--- config.mk ---
export PLATFORM = sky130hd
export DESIGN_NAME = lcd_text_writer
export DESIGN_NICKNAME = d
export VERILOG_FILES = /design/src/rtl/lcd_text_writer.sv
export SDC_FILE = /design/constraint.sdc
export NUM_CORES = 1
export LEC_CHECK = 0
export BUFFER_PORTS_ARGS = -buffer_cell sky130_fd_sc_hd__buf_2
export CAP_MARGIN = 30
export CORE_MARGIN = 5
export CORE_UTILIZATION = 50
export CTS_CLUSTER_SIZE = 14
export DETAILED_ROUTE_END_ITERATION = 10
export GPL_TIMING_DRIVEN = 0
export PLACE_DENSITY = 0.62
export SLEW_MARGIN = 0
export SYNTH_ARGS = -nofsm -noshare
export SYNTH_HDL_FRONTEND = slang
export SYNTH_SLANG_ARGS = --single-unit
--- constraint.sdc ---
create_clock -name clk_i -period 5.5 [get_ports clk_i]
set_input_delay 1.65 -clock clk_i [delete_from_list [all_inputs] [get_ports clk_i]]
set_output_delay 1.65 -clock clk_i [all_outputs]
set_load 0.02 [all_outputs]
--- src/rtl/lcd_text_writer.sv ---
`default_nettype none
// ============================================================================
// Module   : lcd_text_writer
// Purpose  : Holds a 2x16 character frame buffer written by the host and
//            streams the whole frame to the LCD controller FSM whenever the
//            buffer is dirty. A frame is sent as: line-0 address command,
//            16 line-0 characters, line-1 address command, then 16 line-1
//            characters. Each byte uses one data_ready / busy handshake.
// Ports    :
//   clk_i          system clock
//   rst_ni         asynchronous active-low reset
//   wr_en_i        host buffer write strobe
//   wr_addr_i[4:0] buffer address (0-15 line 0, 16-31 line 1)
//   wr_char_i[7:0] character code to store
//   lcd_busy_i     busy flag from the LCD controller
//   data_ready_o   one-cycle transfer request to the controller
//   d_out_o[7:0]   byte presented to the controller
//   rs_out_o       0 = command, 1 = character
//   refreshing_o   high while a frame transfer is in progress
//   frame_done_o   one-cycle pulse after the last transfer of a frame
// Revision : 1.0 - initial release
// ============================================================================
module lcd_text_writer #(
  parameter int         ACK_TIMEOUT = 64,
  parameter logic [7:0] LINE1_CMD   = 8'h80,
  parameter logic [7:0] LINE2_CMD   = 8'hC0,
  parameter logic [7:0] BLANK_CHAR  = 8'h20
) (
  input  logic       clk_i,
  input  logic       rst_ni,
  input  logic       wr_en_i,
  input  logic [4:0] wr_addr_i,
  input  logic [7:0] wr_char_i,
  input  logic       lcd_busy_i,
  output logic       data_ready_o,
  output logic [7:0] d_out_o,
  output logic       rs_out_o,
  output logic       refreshing_o,
  output logic       frame_done_o
);

  localparam int               CNT_W    = $clog2(ACK_TIMEOUT) + 1;
  localparam logic [5:0]       LAST_IDX = 6'd33;
  localparam logic [CNT_W-1:0] CNT_LAST = CNT_W'(ACK_TIMEOUT - 1);

  typedef enum logic [2:0] {
    S_IDLE      = 3'd0,
    S_LOAD      = 3'd1,
    S_ISSUE     = 3'd2,
    S_WAIT_ACK  = 3'd3,
    S_WAIT_DONE = 3'd4
  } state_t;

  state_t           state_q, state_d;
  logic [5:0]       idx_q, idx_d;
  logic [CNT_W-1:0] cnt_q, cnt_d;
  logic             dirty_q, dirty_d;
  logic [7:0]       d_out_q, d_out_d;
  logic             rs_q, rs_d;
  logic             refr_q, refr_d;
  logic             fdone_q, fdone_d;
  logic [7:0]       fb_q [32];

  logic [7:0]       load_byte;
  logic             load_rs;

  // Frame buffer: host writes are accepted in every state.
  always_ff @(posedge clk_i or negedge rst_ni) begin
    if (!rst_ni) begin
      for (int i = 0; i < 32; i++) fb_q[i] <= BLANK_CHAR;
    end else if (wr_en_i) begin
      fb_q[wr_addr_i] <= wr_char_i;
    end
  end

  // Transfer index to byte mapping: commands sit at idx 0 and 17, so the
  // buffer offset is idx-1 on line 0 and idx-2 on line 1.
  always_comb begin
    load_byte = LINE1_CMD;
    load_rs   = 1'b0;
    if (idx_q == 6'd0) begin
      load_byte = LINE1_CMD;
    end else if (idx_q <= 6'd16) begin
      load_byte = fb_q[5'(idx_q - 6'd1)];
      load_rs   = 1'b1;
    end else if (idx_q == 6'd17) begin
      load_byte = LINE2_CMD;
    end else begin
      load_byte = fb_q[5'(idx_q - 6'd2)];
      load_rs   = 1'b1;
    end
  end

  always_ff @(posedge clk_i or negedge rst_ni) begin
    if (!rst_ni) begin
      state_q <= S_IDLE;
      idx_q   <= 6'd0;
      cnt_q   <= '0;
      dirty_q <= 1'b1;
      d_out_q <= 8'h00;
      rs_q    <= 1'b0;
      refr_q  <= 1'b0;
      fdone_q <= 1'b0;
    end else begin
      state_q <= state_d;
      idx_q   <= idx_d;
      cnt_q   <= cnt_d;
      dirty_q <= dirty_d;
      d_out_q <= d_out_d;
      rs_q    <= rs_d;
      refr_q  <= refr_d;
      fdone_q <= fdone_d;
    end
  end

  always_comb begin
    state_d      = state_q;
    idx_d        = idx_q;
    cnt_d        = cnt_q;
    dirty_d      = dirty_q;
    d_out_d      = d_out_q;
    rs_d         = rs_q;
    refr_d       = refr_q;
    fdone_d      = 1'b0;
    data_ready_o = 1'b0;

    case (state_q)
      S_IDLE: begin
        if (dirty_q && !lcd_busy_i) begin
          dirty_d = 1'b0;
          idx_d   = 6'd0;
          refr_d  = 1'b1;
          state_d = S_LOAD;
        end
      end
      // d_out/rs_out are frozen here for the whole handshake because the
      // controller reads d_in combinationally while it works.
      S_LOAD: begin
        d_out_d = load_byte;
        rs_d    = load_rs;
        state_d = S_ISSUE;
      end
      S_ISSUE: begin
        if (!lcd_busy_i) begin
          data_ready_o = 1'b1;
          cnt_d        = '0;
          state_d      = S_WAIT_ACK;
        end
      end
      // No busy response within the timeout: re-issue the same byte.
      S_WAIT_ACK: begin
        if (lcd_busy_i) begin
          state_d = S_WAIT_DONE;
        end else begin
          cnt_d = cnt_q + 1'b1;
          if (cnt_d == CNT_LAST) state_d = S_ISSUE;
        end
      end
      S_WAIT_DONE: begin
        if (!lcd_busy_i) begin
          if (idx_q == LAST_IDX) begin
            fdone_d = 1'b1;
            refr_d  = 1'b0;
            state_d = S_IDLE;
          end else begin
            idx_d   = idx_q + 6'd1;
            state_d = S_LOAD;
          end
        end
      end
      default: state_d = S_IDLE;
    endcase

    // A write in the same cycle as the IDLE launch keeps the buffer dirty,
    // so the newer contents follow in another frame.
    if (wr_en_i) dirty_d = 1'b1;
  end

  assign d_out_o      = d_out_q;
  assign rs_out_o     = rs_q;
  assign refreshing_o = refr_q;
  assign frame_done_o = fdone_q;

endmodule
`default_nettype wire

Word-level counts from Yosys, hierarchy flattened. Index checks and enable logic that the tools add are counted.

Register bits after elaboration: 284. Bits of input ports: 17. Output and inout bits: 12. Word-level logic and storage cells: 121.

Add/sub/neg operators: 4. Magnitude comparators: 5. Eq/ne operators: 14. Muxes and demuxes: 41. Bitwise gates (word level): 3. Reduce and logical (&&, ||, !) cells: 14.

Operator list (number): $bwmux 256 (1); $bmux 8 s5 (2); $mux 8 (8); $demux 8 s5 (1); $ge 6x6->1 const B (3); $mux 6 (3); $not 5->6 (3); $mux 1 (15); $mux 3 (5); $pmux 3 s5 (1); $mux 7 (2); $pmux 7 s2 (1); $ne 2x2->1 const B (6); $pmux 6 s2 (1); $reduce_and 4->1 (3); $reduce_bool 2->1 (4); $add 7x1->7 const B (1); $eq 7x6->1 const B (1); $add 6x1->6 const B (1); $eq 3x2->1 const B (2); $eq 6x5->1 const B (1); $eq 6x6->1 const B (1); $le 6x5->1 const B (1); $logic_not 6->1 (1); 12 further kinds (13).

Longest topological paths before layout. Gate-level depths: netlist (run 1).

Depth in word-level cells: 8. Depth in mapped cells: 14. Mapped depth without buffers: 8.

Worst setup path after synthesis (run 1). Ideal clock, no wire load.

Kind: input-to-output. From: in lcd_busy_i. To: out data_ready_o. Arrival: 2.713 ns. Data required time: 3.850 ns. Path slack: 1.137 ns. Stages: 4. Path buffers: 2. Cell sequence: or3b_2 clkbuf_1 clkbuf_1 nor2_1.

Cells in the longest elaborated chain, start to end: 2.

RTL lines: start, declared (line 34) `input logic lcd_busy_i,`; $mux 1 (line 144) `if (!lcd_busy_i) begin`; $mux 1 (line 127) `case (state_q)`; end, declared (line 35) `output logic data_ready_o,`.

Every way passes these cells.

Worst setup path after layout (run 1). Ends and elaborated chain as after synthesis.

==> summary by stage, run 1 <==
Placement
Routability-driven placement finished with a final weighted congestion of around 0.95. The count of port buffers added during placement is 23. The placed instance count is 1512. The area after detailed placement is 0.0162 mm². The sum of net half-perimeters after detailed placement is 31200 µm.

Floorplanning
In this run the core area contains 64 standard-cell rows. Pin placement for this block handled 29 I/O pins. The core region is 0.0306 mm². The chip width is around 190 µm. Once the floorplan was initialized, standard cells occupied 50.7% of the core.

The overall die area is 0.0346 mm². Measured along the y axis, the die boundary spans 186 µm.

Yosys
Summing every instance area after synthesis gives about 0.015 mm². The share of synthesized registers carrying an async set or reset is 100%. The number of synthesized flops with an enable pin is 0. Ranked by total cell area, the synthesized netlist is headed by dfrtp_1 41%, mux4_2 19%, mux2_2 19%. The number of distinct library cells after synthesis is between 50 and 60.

Summed over its instances, the top area cell type makes up about 40% of the synthesized netlist area. The average instance in the mapped netlist occupies 14.3 µm². Counting flops and latches in the post-synthesis netlist gives between 200 and 300.

After technology mapping, the gate count stands at ~1100. The most used flip-flop cell after synthesis is dfrtp_1. Summed over all instances, the cell type with the most area after synthesis is dfrtp_1. The synthesis warning total is 0.

The number of nets in the synthesized netlist is 1112. The part of the Yosys area used for sequential elements is 46.1%.

Routing
The count of nets left with antenna violations once routing finished came out at 0. The number of iterations in the first detailed-routing pass is 5. Across all layers, the routed design uses 10198 vias. In the routed design, unresolved DRC markers number 0.

Dividing the detail-routed wire length by the instance count gives between 20 and 30 µm. The routed via count divided by cell count is 6.48. The sum of routed wire length over all layers is 44100 µm. The first-iteration detailed-routing DRC count is between 700 and 800.

Timing
The final count of hold timing violations came to 0. Headroom to the max-slew limit came out at between 20% and 30%. The highest clock frequency the design can meet is between 0.2 and 0.25 GHz. The number of failing setup endpoints in the final timing report is 0. The count of final max-slew check failures was 0.

After routing, the total negative slack on setup checks comes to 0 ns. For the final database, setup skew stands at between 0.015 and 0.02 ns. Setup repair after global routing left no endpoint under its margin. The post-route clock period utilization is 83.1%. At the pin with the least slew margin, the transition time is ~1.1 ns. The time the worst path needs with I/O delays and setup is approximately 4.6 ns.

Power and ir drop
The maximum resistive drop on vdd is 0.318 mV. The analysis attributes to cell leakage a power of 7.40 nW. Power spread over the standard cell area amounts to 431 mW/mm². Power comes to 7.47 mW.

Clock tree
The total clock buffers created by CTS is 34. Clock-pin slew was measured on the worst setup and hold paths at 0.06 ns. The root buffer cell is clkbuf_16. The post-CTS resize count is 0. The number of buffers on the longest clock path is 3.

The depth of the CTS H-tree is 2. The clock reaches the later pin of the worst-skew pair after approximately 0.51 ns. TritonCTS built the clock tree. The number of clock sinks is 284. The total setup buffers inserted after CTS is 0.

Buffers inserted to repair hold after CTS numbered 0.

Global routing
The via count of the first global-routing pass is 10564. The initial antenna violation count is 0. The largest net degree at the start of global routing is 86. The first global-routing pass estimated 67000 µm of wire. The overall overflow remaining after global route is 0.

Global routing used 26.1% of the available tracks.

Run
The total of max-cap violations is 0.

Setup path
The number of buffers and inverters on the critical path is 4. Measured in cells, the most critical reg-to-reg path has a length of 14. The worst register-to-register path ends at d_out_o[2]. The worst register-to-register path begins at idx_q[1]. The dominant delay contributor by cell family on the critical path is buffers and inverters. STA puts the critical path data required time at between 3 and 4 ns.

In this run the register-to-register setup slack is ~1.1 ns. The highest-delay cell along the critical path is or3b_2. The maximum fanout count along the critical path is 10.

Walking the worst path, the cells encountered are buf_2, or3b_2, clkbuf_1, clkbuf_1, nor2_1, buf_2. The kind of critical path is input pin to output pin. The worst setup path is captured at an output pin.

For this run, the slowest stage of the critical path takes 0.43 ns. STA puts the critical path data arrival time at 2.92 ns. The launching element type of the critical path is an input pin.

Final layout
The design area is approximately 0.017 mm². The library cell used most frequently in the layout, excluding fill and tap cells, is mux2_2. The net total in the final layout is about 1200. The number of standard cells in the layout, taps in and fillers out is between 1500 and 2000. The number of antenna diodes in the final layout is 0.

Leaving out fill and tap cells, the most frequent cells in the layout are 256 x mux2_2, 251 x dfrtp_1, 131 x mux4_2. Counting the fill cells in the layout gives 2507. In the final layout, the share of cells above drive strength 1 is around 48%. The area growth from synthesis to layout is 11.8%. At the end of the flow the core is filled with cells to 56.6%.

Worst hold path
The type of the most critical hold path is flip-flop to flip-flop. The path with the worst hold slack has its endpoint at rs_out_o. The worst hold path cell count is 2.

The start point of the worst hold path is rs_out_o.

Run status
The run finished with clean final reports.
metal layers:
layer | wire length [µm] | GRT usage (%) | up-vias
li1 | - | - | 4296
met1 | 18800 | 37.6 | 5445
met2 | 21200 | 41.7 | 359
met3 | 2460 | 3.05 | 98
met4 | 1590 | 8.63 | 0
met5 | 0 | 0 | -
area by class of cell:
| cell class | count | area [µm²] | area share (%) |
|---|---|---|---|
| Buffer | 87 | 454 | 2.62 |
| Multi-Input combinational cell | 709 | 7870 | 45.4 |
| Timing Repair Buffer | 33 | 264 | 1.52 |
| Inverter | 6 | 22.5 | 0.130 |
| Clock buffer | 55 | 1050 | 6.07 |
| Clock inverter | 3 | 21.3 | 0.123 |
| Sequential cell | 284 | 7150 | 41.3 |
| Tap cell | 396 | 495 | 2.86 |
per-stage QoR:
stage                     hold slack (ns)  worst slack, ns
final                               0.482            0.928
after floorplan                     0.459             1.14
after global placement              0.462            -2.66
after global routing                0.533            0.847
after CTS                           0.488            0.923
after detailed placement            0.475            0.922
sequential cells by signal, indices dropped and copies added, names as in the netlist:
register,cells
refreshing_o,1
rs_out_o,1
cnt_q,7
dirty_q,1
fb_q,256
frame_done_o,1
d_out_o,8
idx_q,6
state_q,3
worst reg2reg max path: cells and delay by family (launching register included):
family | cells | cell delay [ns]
simple gates | 1 | 0.10
flops | 1 | 0.39
buf+inv | 8 | 2.33
fa+ha+maj | 1 | 0.42
mux | 2 | 0.77
compound gates | 2 | 0.26
power breakdown:
part / internal [mW] / total (mW) / switching (mW)
clock: 1.30 / 2.17 / 0.871
combinational: 1.22 / 2.43 / 1.21
sequential: 2.55 / 2.87 / 0.323
synth_stat cells (8+ instances only):
cell type and count:
o21ai_0 10, dfstp_2 33, mux4_2 131, nand4_1 8
nand2_1 90, nor2_1 25, buf_4 11, mux2_2 256
a32oi_1 10, clkbuf_1 46, nand3_1 27, ha_1 9
mux2i_1 22, buf_6 8, dfrtp_1 251, buf_2 21
a22o_1 16, nor2_2 8
kinds of logic (layout without fill, tap and decap cells):
group	after synthesis	count (layout)	share of synthesized area [%]
AND/OR/NAND/NOR	202	202	6.36
flip-flops	284	284	46.1
XOR/XNOR	11	11	0.791
multiplexers	409	409	39.1
AO/OA/AOI/OAI	78	78	3.84
buffers and inverters	93	184	3.08
adder cells (fa/ha/maj)	9	9	0.727
worst max-delay path by stage:
stage,from,endpoint,cells after the start
finish,lcd_busy_i,data_ready_o,6
CTS,lcd_busy_i,data_ready_o,6
global placement,rst_ni,fb_q[27],1
detailed placement,lcd_busy_i,data_ready_o,6
global route,lcd_busy_i,data_ready_o,6
floorplan,lcd_busy_i,data_ready_o,4
No activity file was read; power rests on OpenSTA's default activity.
==> run 2: changes to the inputs <==
- clock period: 5.5 -> 4.7 ns (I/O delays scaled with it)
==> run 2 against run 1 <==
Sequential power rose by 17%. Highest routed layer unchanged. Non-clock buffer count did not move. Critical path depth rose by 8. Global-route usage about the same. Sequential share of layout area stayed put. Clock power grew 17%. Wire length hardly changed. Sequential cell count stayed put. Clock skew up 0.0016 ns. Worst hold slack got worse by 0.00098 ns. First-iteration DRC count up 4.3%. Largest cell class unchanged.
==> summary by stage, run 2 (synthesis results as in run 1) <==
Run status
The flow ran to the end, and the final reports show no timing, DRC or antenna violations.

Clock tree
The total setup buffers inserted after CTS was 0 (unchanged). The clock transition at the registers of the reported paths is 0.06 ns (about the same). The depth of the CTS H-tree was 2 (unchanged).

The root buffer cell is clkbuf_16. The number of buffers on the longest clock path is 3 (unchanged). The total clock buffers created by CTS is 34 (unchanged). TritonCTS built the clock tree. The worst-skew pair later-pin latency was 0.51 ns (about the same). The hold buffer count at CTS is 0 (unchanged).

The post-CTS resize count is 0 (unchanged). The number of clock sinks is 284 (unchanged).

Timing
The number of failing setup endpoints in the final timing report is 0 (unchanged). The worst path setup slack after routing was 0.348 ns (-0.580 ns). The final worst clock skew is 0.0188 ns (+0.00157 ns). The final count of hold timing violations is 0 (unchanged). The time the worst path needs with I/O delays and setup is roughly 4.4 ns. The worst-case headroom to the max-slew limit is 24.8% (-0.43 points). Of the available clock period, the critical path in the final layout requires 92.6%.

Setup repair after global routing left no endpoint under its margin. The count of final max-slew check failures is 0 (unchanged). The actual slew at the worst max-slew pin is 1.12 ns (+0.00647 ns).

The highest clock frequency the design can meet is 0.230 GHz.

Final layout
The area growth from synthesis to layout came to 11.8% (unchanged). The total inserted antenna cells is 0 (unchanged). More flip-flops sit in one register than any other, and that register is fb_q. The number of flip-flops under the largest register name is 256 (unchanged). The fraction of final layout cells with drive strength greater than 1 is 47.7% (unchanged). In the layout the commonest cells are 256 x mux2_2, 251 x dfrtp_1, 131 x mux4_2. The number of standard cells in the layout, taps in and fillers out is 1573 (unchanged). The library cell used most frequently in the layout, excluding fill and tap cells, is mux2_2. The net total in the final layout came to 1181 (unchanged). The number of fillers in the final layout is 2507 (unchanged).

Setup path
The type of element capturing the critical path is a flip-flop. STA classifies the critical path startpoint as a flip-flop. Among all stages on the critical path, the largest delay is contributed by mux4_2. The kind of critical path is flip-flop to flip-flop. The cell with the most instances on the worst path is buf_2. The delay of the slowest cell on the worst path came to 0.55 ns (+0.12 ns). The arrival time of the worst setup path is 4.74 ns (+1.82 ns). The required time at the worst-slack endpoint was 5.08 ns (+1.23 ns). Walking the worst path, the cells encountered are buf_2, buf_2, buf_4, buf_2, inv_1, ha_1, buf_6, buf_6, buf_4, mux4_2, mux2i_1, a221oi_1, o31ai_1, nand3_1. The maximum fanout count along the critical path is 10 (unchanged).

Power and ir drop
The static power due to leakage was 7.40 nW (unchanged). The part of the total power dissipated in the clock network is 29.1% (about the same). The power per cell area is 505 mW/mm² (+17%). The maximum resistive drop on vdd is 0.371 mV (+16%). The internal power of the cells is 5.93 mW (+17%). The fraction of power spent switching nets is 32.2% (about the same). The sequential share of power came to 38.4% (about the same). The share of power burned in combinational logic was 32.5% (about the same). The switching power of the nets was 2.82 mW (+17%).

Routing
The number of iterations in the first detailed-routing pass is 5 (unchanged). The sum of routed wire length over all layers is 44100 µm (about the same). The count of antenna-violating nets left after detailed routing came to 0 (unchanged). The routed via count divided by cell count is 6.49 (about the same). The detail-routed net length per standard cell is 28.0 µm (about the same). The detailed-route via count came to 10206 (+0.078%). The first-iteration detailed-routing DRC count is 793 (+4.3%). The DRC violations left is 0 (unchanged).

Floorplanning
The starting density of the core is 50.7% (unchanged). The chip height is 186 µm (unchanged). The number of placement rows was 64 (unchanged). The chip width came to 186 µm (unchanged). The core box area is 0.0306 mm² (unchanged). The overall die area is 0.0346 mm² (unchanged). The top-level port count came to 29 (unchanged).

Worst hold path
The worst hold path belongs to the class flip-flop to flip-flop.

Placement
The sum of net half-perimeters after detailed placement came to 31200 µm (unchanged). The placed instance count is 1512 (unchanged). The placer's final routability congestion estimate is 0.947 (unchanged). The count of port buffers added during placement is 23 (unchanged). The worst setup slack before clock tree synthesis is 0.327 ns (-0.595 ns).

Global routing
The overall overflow remaining after global route came to 0 (unchanged). The first-pass GRT wire length is 67000 µm (about the same). The largest net degree at the start of global routing is 86 (unchanged).

The initial antenna violation count is 0 (unchanged). The all-layer global routing usage was 26.1% (about the same). The via count of the first global-routing pass is 10571 (+0.066%).

Run
The total of max-cap violations was 0 (unchanged).
run 2: path summary, 6_finish.rpt:
kind	startpoint	to	slack, ns	cells past startpoint
min reg2reg	rs_out_o	rs_out_o	0.48	2
max reg2reg	idx_q[1]	d_out_o[3]	0.35	14
min	rs_out_o	rs_out_o	0.48	2
max in group asynchronous	rst_ni	fb_q[189]	2.69	3
min in group asynchronous	rst_ni	cnt_q[4]	0.83	1
max	idx_q[1]	d_out_o[3]	0.35	14
run 2: final cells by class:
| class | count | area (µm²) | share of cell area [%] |
|---|---|---|---|
| Clock inverter | 3 | 21.3 | 0.123 |
| Clock buffer | 55 | 1050 | 6.07 |
| Multi-Input combinational cell | 709 | 7870 | 45.4 |
| Timing Repair Buffer | 33 | 264 | 1.52 |
| Buffer | 87 | 454 | 2.62 |
| Inverter | 6 | 22.5 | 0.130 |
| Sequential cell | 284 | 7150 | 41.3 |
| Tap cell | 396 | 495 | 2.86 |
run 2: power groups by stage:
stage | Clock, mW | Combinational, mW | Sequential, mW
after floorplan | 0 | 2.04 | 3.28
after global placement | 0 | 2.80 | 3.37
after detailed placement | 0 | 2.84 | 3.38
after CTS | 2.58 | 2.85 | 3.35
after global routing | 2.68 | 3.02 | 3.42
final | 2.54 | 2.84 | 3.36
run 2: worst max-delay path: cells and delay by family, from the launching register on:
kind / cells / cell delay (ns)
buf+inv: 8 / 2.31
mux: 2 / 0.79
fa+ha+maj: 1 / 0.41
flops: 1 / 0.39
compound gates: 2 / 0.22
simple gates: 1 / 0.09
run 2: routing by layer:
metal | routed length (µm) | vias up | global-route usage, %
met4 | 1610 | 0 | 8.71
met5 | 0 | - | 0
li1 | - | 4293 | -
met3 | 2410 | 101 | 3.05
met1 | 18900 | 5431 | 37.5
met2 | 21100 | 381 | 41.7
run 2: per-stage QoR:
| stage | TNS, ns | util, % | instance area [µm²] | total power, mW | hold WS (ns) |
|---|---|---|---|---|---|
| after floorplan | 0 | - | 15500 | 5.32 | 0.459 |
| after global placement | -840.95 | 52.6 | 16100 | 6.16 | 0.462 |
| after detailed placement | 0 | 53.1 | 16200 | 6.22 | 0.475 |
| after CTS | 0 | 56.6 | 17300 | 8.77 | 0.488 |
| after global routing | 0 | 56.6 | 17300 | 9.12 | 0.533 |
| final | 0 | 56.6 | 17300 | 8.75 | 0.481 |
